[config.mk]
export PLATFORM = sky130hd
export DESIGN_NAME = seg7_display_writer
export DESIGN_NICKNAME = d
export VERILOG_FILES = /design/src/rtl/seg7_display_writer.sv
export SDC_FILE = /design/constraint.sdc
export NUM_CORES = 1
export LEC_CHECK = 0
export CAP_MARGIN = 15
export CORE_UTILIZATION = 63
export CTS_CLUSTER_DIAMETER = 40
export CTS_CLUSTER_SIZE = 20
export DETAILED_ROUTE_END_ITERATION = 8
export DONT_BUFFER_PORTS = 1
export HOLD_SLACK_MARGIN = 0.12
export MAX_ROUTING_LAYER = met4
export PLACE_DENSITY = 0.79
export SLEW_MARGIN = 20
export SYNTH_ARGS = -nofsm -noshare
export SYNTH_HDL_FRONTEND = slang
export SYNTH_SLANG_ARGS = --single-unit
[constraint.sdc]
create_clock -name clk -period 2.9 [get_ports clk]
set_input_delay 0.58 -clock clk [delete_from_list [all_inputs] [get_ports clk]]
set_output_delay 0.58 -clock clk [all_outputs]
set_load 0.02 [all_outputs]
[src/rtl/seg7_display_writer.sv]
// CPU-writable 8-digit hex display driver for a common-anode, time-multiplexed seven-segment panel.
// One DATA word and one CTRL word (enable, per-digit blank and decimal-point masks) with byte-enabled writes.
module seg7_display_writer #(
    parameter int SCAN_DIV = 100000
) (
    input  logic        clk,
    input  logic        rst_n,
    input  logic        we,
    input  logic        addr,
    input  logic [3:0]  be,
    input  logic [31:0] wdata,
    output logic [31:0] rdata,
    output logic [7:0]  an,
    output logic [7:0]  seg
);

    localparam int CNT_W = (SCAN_DIV > 2) ? $clog2(SCAN_DIV) : 1;
    localparam logic [CNT_W-1:0] CNT_LAST = CNT_W'(SCAN_DIV - 1);

    logic [31:0]      data_q;
    logic             en_q;
    logic [7:0]       blank_q;
    logic [7:0]       dp_q;
    logic [CNT_W-1:0] scan_cnt;
    logic [2:0]       digit_idx;
    logic [3:0]       nibble;
    logic [6:0]       hex_seg;
    logic [7:0]       an_d;
    logic [7:0]       seg_d;
    logic [7:0]       an_q;
    logic [7:0]       seg_q;

    // CTRL only stores its defined fields, so undefined bits can never be written.
    always_ff @(posedge clk or negedge rst_n) begin
        if (!rst_n) begin
            data_q  <= '0;
            en_q    <= 1'b1;
            blank_q <= '0;
            dp_q    <= '0;
        end else if (we) begin
            if (!addr) begin
                for (int i = 0; i < 4; i++) begin
                    if (be[i]) begin
                        data_q[8*i +: 8] <= wdata[8*i +: 8];
                    end
                end
            end else begin
                if (be[0]) en_q    <= wdata[0];
                if (be[1]) blank_q <= wdata[15:8];
                if (be[2]) dp_q    <= wdata[23:16];
            end
        end
    end

    always_ff @(posedge clk or negedge rst_n) begin
        if (!rst_n) begin
            scan_cnt  <= '0;
            digit_idx <= '0;
        end else if (scan_cnt == CNT_LAST) begin
            scan_cnt  <= '0;
            digit_idx <= digit_idx + 3'd1;
        end else begin
            scan_cnt  <= scan_cnt + CNT_W'(1);
        end
    end

    assign nibble = data_q[{digit_idx, 2'b00} +: 4];

    always_comb begin
        hex_seg = 7'h7F;
        case (nibble)
            4'h0: hex_seg = 7'h40;
            4'h1: hex_seg = 7'h79;
            4'h2: hex_seg = 7'h24;
            4'h3: hex_seg = 7'h30;
            4'h4: hex_seg = 7'h19;
            4'h5: hex_seg = 7'h12;
            4'h6: hex_seg = 7'h02;
            4'h7: hex_seg = 7'h78;
            4'h8: hex_seg = 7'h00;
            4'h9: hex_seg = 7'h10;
            4'hA: hex_seg = 7'h08;
            4'hB: hex_seg = 7'h03;
            4'hC: hex_seg = 7'h46;
            4'hD: hex_seg = 7'h21;
            4'hE: hex_seg = 7'h06;
            4'hF: hex_seg = 7'h0E;
            default: hex_seg = 7'h7F;
        endcase
    end

    // Dark digits drive every anode and segment high so no ghosting leaks onto the panel.
    always_comb begin
        an_d  = 8'hFF;
        seg_d = 8'hFF;
        if (en_q && !blank_q[digit_idx]) begin
            an_d  = 8'(~(8'h01 << digit_idx));
            seg_d = {~dp_q[digit_idx], hex_seg};
        end
    end

    always_ff @(posedge clk or negedge rst_n) begin
        if (!rst_n) begin
            an_q  <= 8'hFF;
            seg_q <= 8'hFF;
        end else begin
            an_q  <= an_d;
            seg_q <= seg_d;
        end
    end

    assign an    = an_q;
    assign seg   = seg_q;
    assign rdata = addr ? {8'h00, dp_q, blank_q, 7'h00, en_q} : data_q;

endmodule

==> flow_summary.ini <==
[run_status]
status = completed

[floorplanning]
core_um2 = 6460
die_h_um = 84.5
rows = 29
die_x_um = 84.5
ios = 88
start_util_pct = 66.4
dieArea_um2 = 7140

[timing]
setup_viol = 0
fin_crit_ns = 2.34
finClkSkew_ns = 0.00964
report.final.slew_viol_count = 0
final_hold_viol_count = 0
max_freq_mhz = 427
whs_ns = 0.126
tightest_slew_ns = 0.704
fin_ws_ns = 0.557
period_share_pct = 80.8
setup_tns_ns = 0
rsz0062_at_grt = false
worst_slew_margin_rel_pct = 52.7

[placement]
hpwlAfterDp_mm = 6.08
placed_area_um2 = 4320
dp_worst_setup_slack_ns = 0.555
port_buffers = 0
gp_congestion = 0.847

[final_layout]
diodes = 0
finalInstanceArea_um2 = 4500
syn_to_final_growth_pct = 5.02
layout.nets = 383
drive_above_1_share_pct = 36.4
multi_input_area_um2 = 2030
fillCellCount = 472
area.sequential_um2 = 2150

[drt]
dr.pass1.iters = 4
wl_per_cell_um = 20.3
antenna_left = 0
wl_mm = 8.38
viasPerCell = 6.21
drc = 0
drt_iter0_drc = 128
vias = 2558

[synth]
synth-edff-count = 0
async_reset_ff_share_pct = 100
synth_cells = 327
ys.flop_type = dfrtp_1
synth-seq-area-share_pct = 50.1
ys_types = 47
syn-num-nets = 380
syn_area_per_cell_um2 = 13.1
netlist_area_um2 = 4290
yosysWarnings = 0
ys_ff_latch = 85

[clocking]
cts_buffers = 9
cts_root_buf = clkbuf_8
cts_resized = 0
cts_max_level = 3
cts_tree = done
clock_latency_ns = 0.36
clockBufferDepth = 2
cts.clk_slew.worst_paths_ns = 0.09
cts_sinks = 85

[critical_path]
path_class = reg -> reg
path_max_fanout = 7
max_stage_delay_ns = 0.57
crit_path_start_kind = register
crit_path_cell_trace = mux4_2 -> mux2i_2 -> inv_1 -> ha_1 -> a21oi_1 -> a311o_1 -> o211ai_1
critical_path_required_ns = 3.17
end_kind = register
slowest_stage = mux4_2
arrival_ns = 2.62

[global_routing]
grt_max_degree = 86
track_usage_pct = 26.3
grt_overflow_total = 0
grt_pass1_vias = 2599
antenna_found_initial = 0
grt_pass1_wl_mm = 13.7

[power]
p_leak_nw = 1.90
irDropWorstVdd_mv = 0.425
p_per_area_nw_per_um2 = 625

[job]
drv_cap = 0

[worst_hold_path]
hold_path.class = in -> async
[synthesized netlist by cell type, drive strengths merged, types with 3 or more instances]
cell type / count / area share (%)
o211ai: 3 / 0.53
o221ai: 3 / 0.61
mux2: 68 / 18
mux4: 10 / 5.4
inv: 7 / 0.61
nand4: 3 / 0.44
dfrtp: 68 / 40
clkbuf: 6 / 0.99
mux2i: 10 / 2.4
nand3: 11 / 1.3
ha: 13 / 3.8
nor2: 13 / 1.1
nor2b: 19 / 2.8
nand2: 31 / 2.7
xnor2: 9 / 1.8
buf: 5 / 0.90
xor2: 7 / 1.4
dfstp: 17 / 10
[worst max-delay path, delay by kind of cell (launching register included)]
family / cells / cell delay, ns
muxes: 2 / 0.93
DFF: 1 / 0.52
AOI/OAI and AO/OA: 3 / 0.39
adders and majority gates: 1 / 0.27
buffers and inverters: 1 / 0.14
[final timing paths]
check                                         start                      to  slack, ns  depth (start not counted)
max                        digit_idx[0]$_DFFE_PN0N_        seg[3]$_DFF_PN1_       0.56                          7
min                                           rst_n   scan_cnt[5]$_DFF_PN0_       0.13                          1
max reg2reg                digit_idx[0]$_DFFE_PN0N_        seg[3]$_DFF_PN1_       0.56                          7
min reg2reg                  scan_cnt[14]$_DFF_PN0_  scan_cnt[14]$_DFF_PN0_       0.49                          1
max in group asynchronous                     rst_n         an[6]$_DFF_PN1_       2.43                          1
min in group clk                          wdata[22]  data_q[22]$_DFFE_PN0P_       0.36                          1
[sequential cells by signal, indices dropped and copies added, names as in the netlist]
name       cells
dp_q           8
scan_cnt      17
seg            8
digit_idx      3
an             8
en_q           1
data_q        32
blank_q        8
[cells by family after synthesis]
| family | synth area share, % |
|---|---|
| mux | 25.8 |
| xor+xnor | 3.27 |
| fa+ha+maj | 3.79 |
| flops | 50.1 |
| buf+inv | 2.51 |
| compound gates | 3.47 |
| simple gates | 11.1 |
[stage by stage]
stage,cells,util (%),power (mW)
2_1_floorplan,327,-,1.98
3_3_place_gp,395,66.9,2.07
3_5_place_dp,395,66.9,2.10
4_1_cts,412,69.7,2.82
5_1_grt,412,69.7,2.93
6_report,412,69.7,2.82
[layout by cell type (no fill, tap or decap), drive strengths merged, types with 10 or more instances in the layout]
| cell type | netlist | final |
|---|---|---|
| ha | 13 | 13 |
| nor2 | 13 | 13 |
| nor2b | 19 | 19 |
| nand3 | 11 | 11 |
| nand2 | 31 | 31 |
| mux2i | 10 | 10 |
| dfrtp | 68 | 68 |
| clkbuf | 6 | 10 |
| mux4 | 10 | 10 |
| mux2 | 68 | 68 |
| dfstp | 17 | 17 |
[report_power, final]
part | leakage [nW] | internal [mW] | switching (mW)
Sequential | 1.01 | 1.36 | 0.161
Combinational | 0.800 | 0.268 | 0.311
Clock | 0.0894 | 0.302 | 0.412
Total | 1.90 | 1.93 | 0.884
[area by class of cell]
class | count | share of cell area, %
Sequential cell | 85 | 47.7
Multi-Input combinational cell | 224 | 45.1
Clock buffer | 10 | 2.83
Tap cell | 77 | 2.14
Timing Repair Buffer | 3 | 0.944
Clock inverter | 6 | 0.667
Inverter | 7 | 0.583
[metal layers]
| layer | vias to the layer above | track usage [%] | share of wire, % |
|---|---|---|---|
| met1 | 1291 | 34.7 | 44 |
| li1 | 1163 | - | - |
| met2 | 87 | 39.8 | 49 |
| met5 | - | - | 0 |
| met4 | 0 | 9.86 | 1.8 |
| met3 | 17 | 6.78 | 5.3 |
[what timing repair did]
item | CTS | global route
setup endpoints to repair | 0 | 0
hold buffers | 1 | 0
setup buffers | 0 | 0
hold endpoints to repair | 85 | 0
(Power assumes the default switching activity.)
